### src/rtl/cve2_pkg.sv
// Shared sleep-controller types and default parameter values for the cve2 core.
// Pure declarations: no logic, no latency, no flow control.
package cve2_pkg;

    typedef enum logic [1:0] {
        RUN   = 2'd0,
        IDLE  = 2'd1,
        SLEEP = 2'd2,
        WAKE  = 2'd3
    } sleep_state_e;

    localparam int unsigned SleepNumWakeSrc     = 4;
    localparam int unsigned SleepIdleHoldCycles = 4;
    localparam int unsigned SleepWakeHoldCycles = 2;
    localparam int unsigned SleepCntWidth       = 32;

    // Hold counters are loaded with N-1 so a hold of N spends exactly N cycles in the state.
    function automatic logic [7:0] hold_load(int unsigned cycles);
        return (cycles == 0) ? 8'd0 : 8'(cycles - 1);
    endfunction

endpackage

### src/rtl/prim_clock_gating.sv
// Latch-based integrated clock gate: enable captured while clk_i is low, so clk_o never glitches.
// Enable changes take effect from the next rising edge; no flow control.
module prim_clock_gating (
    input  logic clk_i,
    input  logic en_i,
    input  logic test_en_i,
    output logic clk_o
);

    logic en_latch;

    always_latch begin
        if (!clk_i) begin
            en_latch = en_i | test_en_i;
        end
    end

    assign clk_o = clk_i & en_latch;

endmodule

### src/rtl/cve2_sleep_ctrl.sv
// Core sleep controller: gates the core clock after a run of idle cycles, wakes with zero latency.
// Wake sources are level-sensitive and masked per source; no backpressure, all state on clk_i.
module cve2_sleep_ctrl
    import cve2_pkg::*;
#(
    parameter int unsigned NumWakeSrc     = SleepNumWakeSrc,
    parameter int unsigned IdleHoldCycles = SleepIdleHoldCycles,
    parameter int unsigned WakeHoldCycles = SleepWakeHoldCycles,
    parameter int unsigned CntWidth       = SleepCntWidth
) (
    input  logic                  clk_i,
    input  logic                  rst_ni,
    input  logic                  test_en_i,
    input  logic                  core_busy_i,
    input  logic [NumWakeSrc-1:0] wake_src_i,
    input  logic [NumWakeSrc-1:0] wake_mask_i,
    input  logic                  cnt_clr_i,
    output logic                  clk_o,
    output logic                  clock_en_o,
    output logic                  core_sleep_o,
    output logic [CntWidth-1:0]   sleep_cycles_o
);

    localparam logic [7:0] IdleLoad = hold_load(IdleHoldCycles);
    localparam logic [7:0] WakeLoad = hold_load(WakeHoldCycles);

    sleep_state_e        state_q;
    logic [7:0]          hold_cnt_q;
    logic [CntWidth-1:0] sleep_cnt_q;
    logic                wake_any;

    assign wake_any = |(wake_src_i & wake_mask_i);

    always_ff @(posedge clk_i or negedge rst_ni) begin
        if (!rst_ni) begin
            state_q    <= RUN;
            hold_cnt_q <= 8'd0;
        end else begin
            unique case (state_q)
                RUN: begin
                    if (!core_busy_i && !wake_any) begin
                        if (IdleHoldCycles == 0) begin
                            state_q <= SLEEP;
                        end else begin
                            state_q    <= IDLE;
                            hold_cnt_q <= IdleLoad;
                        end
                    end
                end
                IDLE: begin
                    // A wake arriving on the final idle count must win over entering SLEEP.
                    if (core_busy_i || wake_any) begin
                        state_q <= RUN;
                    end else if (hold_cnt_q == 8'd0) begin
                        state_q <= SLEEP;
                    end else begin
                        hold_cnt_q <= hold_cnt_q - 8'd1;
                    end
                end
                SLEEP: begin
                    if (wake_any) begin
                        state_q    <= WAKE;
                        hold_cnt_q <= WakeLoad;
                    end
                end
                WAKE: begin
                    if (hold_cnt_q == 8'd0) begin
                        state_q <= RUN;
                    end else begin
                        hold_cnt_q <= hold_cnt_q - 8'd1;
                    end
                end
                default: begin
                    state_q <= RUN;
                end
            endcase
        end
    end

    // Combinational wake path so the first wake cycle is already clocked.
    assign clock_en_o   = (state_q != SLEEP) | wake_any;
    assign core_sleep_o = ~clock_en_o;

    always_ff @(posedge clk_i or negedge rst_ni) begin
        if (!rst_ni) begin
            sleep_cnt_q <= '0;
        end else if (cnt_clr_i) begin
            sleep_cnt_q <= '0;
        end else if ((state_q == SLEEP) && !clock_en_o && (sleep_cnt_q != '1)) begin
            sleep_cnt_q <= sleep_cnt_q + CntWidth'(1);
        end
    end

    assign sleep_cycles_o = sleep_cnt_q;

    prim_clock_gating u_clk_gate (
        .clk_i     (clk_i),
        .en_i      (clock_en_o),
        .test_en_i (test_en_i),
        .clk_o     (clk_o)
    );

`ifndef SYNTHESIS
    ParamRange_A: assert property (@(posedge clk_i)
        (NumWakeSrc >= 1) && (NumWakeSrc <= 32) &&
        (IdleHoldCycles <= 255) &&
        (WakeHoldCycles >= 1) && (WakeHoldCycles <= 255) &&
        (CntWidth >= 8) && (CntWidth <= 64));

    RstKnown_A: assert property (@(posedge clk_i) !$isunknown(rst_ni));

    InputsKnown_A: assert property (@(posedge clk_i) disable iff (!rst_ni)
        !$isunknown({test_en_i, core_busy_i, wake_src_i, wake_mask_i, cnt_clr_i}));
`endif

endmodule

### config.mk
export PLATFORM = sky130hd
export DESIGN_NAME = cve2_sleep_ctrl
export DESIGN_NICKNAME = d
export VERILOG_FILES = /design/src/rtl/cve2_pkg.sv /design/src/rtl/prim_clock_gating.sv /design/src/rtl/cve2_sleep_ctrl.sv
export SDC_FILE = /design/constraint.sdc
export NUM_CORES = 1
export LEC_CHECK = 0
export ABC_AREA = 1
export CORE_ASPECT_RATIO = 1.4
export CORE_UTILIZATION = 30
export CTS_BUF_LIST = sky130_fd_sc_hd__clkbuf_2
export DETAILED_ROUTE_END_ITERATION = 6
export SLEW_MARGIN = 0
export SYNTH_ARGS = -nofsm -noshare
export SYNTH_HDL_FRONTEND = slang
export SYNTH_HIERARCHICAL = 1
export SYNTH_SLANG_ARGS = --single-unit
### constraint.sdc
create_clock -name clk_i -period 1.5 [get_ports clk_i]
set_input_delay 0.225 -clock clk_i [delete_from_list [all_inputs] [get_ports clk_i]]
set_output_delay 0.225 -clock clk_i [all_outputs]
set_load 0.02 [all_outputs]
==> impl_metrics.toml <==
[layout]
drive_gt1_share_pct = 39.2
final_common_cell = "nand2_1"
diodes = 0
final_cell_mix = "nand2_1, buf_4, buf_6"
layout.nets = 645
final_cells = 740
nFillCells = 912
design_area_um2 = 4940
final_util_pct = 52.5
syn_to_final_growth_pct = 70.3

[pwr]
seqPwrFrac_pct = 35.9
pwr-share-comb_pct = 33.8
power_switching_mw = 1.29
leakage_nw = 2.51
switching_share_pct = 35.6
ir_worst_vdd_mv = 0.740
p_int_mw = 2.34
power_density_nw_per_um2 = 734
clockPowerShare_pct = 30.3

[route]
vias = 3548
routed_wl_um = 10000
wire_per_inst_um = 13.6
dr.first_iter.drc_count = 191
ant_nets = 0
drt-pass1-iter-count = 5
drc_errors = 0
vias_per_cell = 4.79

[sta]
worstMarginPinSlew_ns = 0.438
final.setup.worst_slack_ns = -0.638
final-setup-viol-count = 42
hold_viol = 0
finClkSkew_ns = 0.0338
rsz0062_at_grt = "true"
slew_viol_final = 0
slew_headroom_pct = 70.8

[critical_path]
startpoint_type = "latch"
end_kind = "output port"
cp.required_ns = 1.27
path_delay_family = "latches"
critPathSlowestCell = "dlxtn_1"
path_class = "latch to output port"
cp.arrival_ns = 1.91
crit_buf_inv = 2
crit_path_max_fanout = 1
crit_path_cell_trace = "nand2_1, inv_2, buf_6"
cp_slowest_stage_delay_ns = 0.45

[logic_synthesis]
ys.flop_type = "dfrtp_1"
ys_types = 29
synth_cells = 449
synth_async_sr_flop_share_pct = 97.7
synth_seq_cells = 43
syn-cell-area_um2 = 2900
avgSynthCellArea_um2 = 6.46
syn_nets = 465
synth_edf_count = 0
ys_warn_count = 6

[die]
initial_core_util_pct = 30.8
die_area_um2 = 10100
fp.dieH_um = 118
core-area_um2 = 9410
placementRows = 42
dieWidth_um = 85.1
io_pins = 48

[global_routing]
gr-total-overflow = 0
first_global_vias = 3600
grt_pass1_wl_um = 16300
gr-usage-all-layers_pct = 21.3
antenna_found_initial = 0
grt_max_degree = 30

[placement]
dp.cells = 684
place_worst_setup_slack_ns = -0.869
numPortBuffers = 47
place_area_um2 = 4160
place_congestion = 0.844
dp_hpwl_um = 6780

[run]
maxCapViolations = 0

[run_status]
violations = "negative setup slack"
status = "finished, violations left"

[clocking]
cts.clk_slew.worst_paths_ns = 0.26
cts_tree = "yes"
clock_latency_ns = 0.56

[worst_hold_path]
hold_path_class = "primary input to async pin"
## final timing paths
| path | startpoint | end | slack (ns) | depth (start not counted) |
|---|---|---|---|---|
| min in group clk_i | test_en_i | u_clk_gate/en_latch | 0.23 | 3 |
| max in group asynchronous | rst_ni | hold_cnt_q[1] | 0.88 | 3 |
| worst min register to register | hold_cnt_q[5] | hold_cnt_q[5] | 0.51 | 2 |
| worst max-delay path | u_clk_gate/en_latch | clk_o | -0.64 | 3 |
| worst max register to register | sleep_cycles_o[3] | sleep_cycles_o[3] | -0.16 | 11 |
| worst min-delay path | rst_ni | sleep_cycles_o[4] | 0.08 | 2 |
## synth_stat cells (2+ instances only)
library cell | count | area, µm²
nand2_1 | 191 | 717
nor2_1 | 66 | 248
dfrtp_1 | 42 | 1050
inv_1 | 34 | 128
nand3_1 | 30 | 150
nand4_1 | 22 | 138
nand2_2 | 13 | 81.3
xor2_1 | 8 | 70.1
or2_2 | 7 | 43.8
clkbuf_1 | 4 | 15.0
xnor2_1 | 4 | 35.0
buf_6 | 3 | 33.8
ha_1 | 3 | 37.5
o21ai_1 | 3 | 15.0
a21oi_1 | 2 | 10.0
inv_2 | 2 | 7.51
nor2_4 | 2 | 22.5
o21ai_0 | 2 | 10.0
## stage by stage
stage	total power, mW	hold slack, ns	setup TNS [ns]
floorplan	2.01	-0.0706	-1.77
global placement	2.40	0.187	-17.42
detailed placement	2.44	0.187	-18.65
CTS	3.58	0.0870	-3.98
global route	3.88	0.0911	-9.06
finish	3.63	0.0838	-4.12
## cells by family after synthesis
kind of cell,count (synthesis),synth area share (%)
AND/OR/NAND/NOR,335,49.3
buffers and inverters,48,7.59
flip-flops,42,36.2
XOR/XNOR,12,3.62
AO/OA/AOI/OAI,8,1.47
adder cells (fa/ha/maj),3,1.29
latches,1,0.517
## routing by layer
metal	global-route usage [%]	wire (µm)	vias to the layer above
met5	0	0	-
met4	13.6	398	0
met3	4.33	385	25
met2	38.3	5450	85
met1	22.0	3800	1670
li1	-	-	1768
## power groups by stage
stage	logic (mW)	clock network, mW	registers (mW)
5_1_grt	1.38	1.18	1.31
2_1_floorplan	0.621	0.0671	1.32
3_5_place_dp	0.995	0.118	1.33
3_3_place_gp	0.958	0.118	1.33
6_report	1.23	1.10	1.30
4_1_cts	1.15	1.13	1.30
## flip-flops by register name, indices dropped and copies added (netlist names), named ones only
register,cells
sleep_cycles_o,32
hold_cnt_q,8
state_q,1
u_clk_gate/en_latch,1
## repair_timing
item | in CTS | in global routing
hold buffers | 1 | 0
pin swaps | 3 | 6
gates cloned | 3 | 0
endpoints found under the setup margin | 77 | 77
endpoints found under the hold margin | 42 | 0
gates resized for setup | 253 | 45
setup buffers | 27 | 25
## layout make-up
class | instances | area [µm²] | share of cell area (%)
Clock inverter | 3 | 63.8 | 1.29
Timing Repair Buffer | 176 | 1650 | 33.4
Timing Repair inverter | 3 | 41.3 | 0.835
Tap cell | 110 | 138 | 2.78
Clock buffer | 10 | 56.3 | 1.14
Sequential cell | 43 | 1070 | 21.6
Inverter | 37 | 153 | 3.09
Multi-Input combinational cell | 358 | 1770 | 35.8
(Power assumes the default switching activity.)
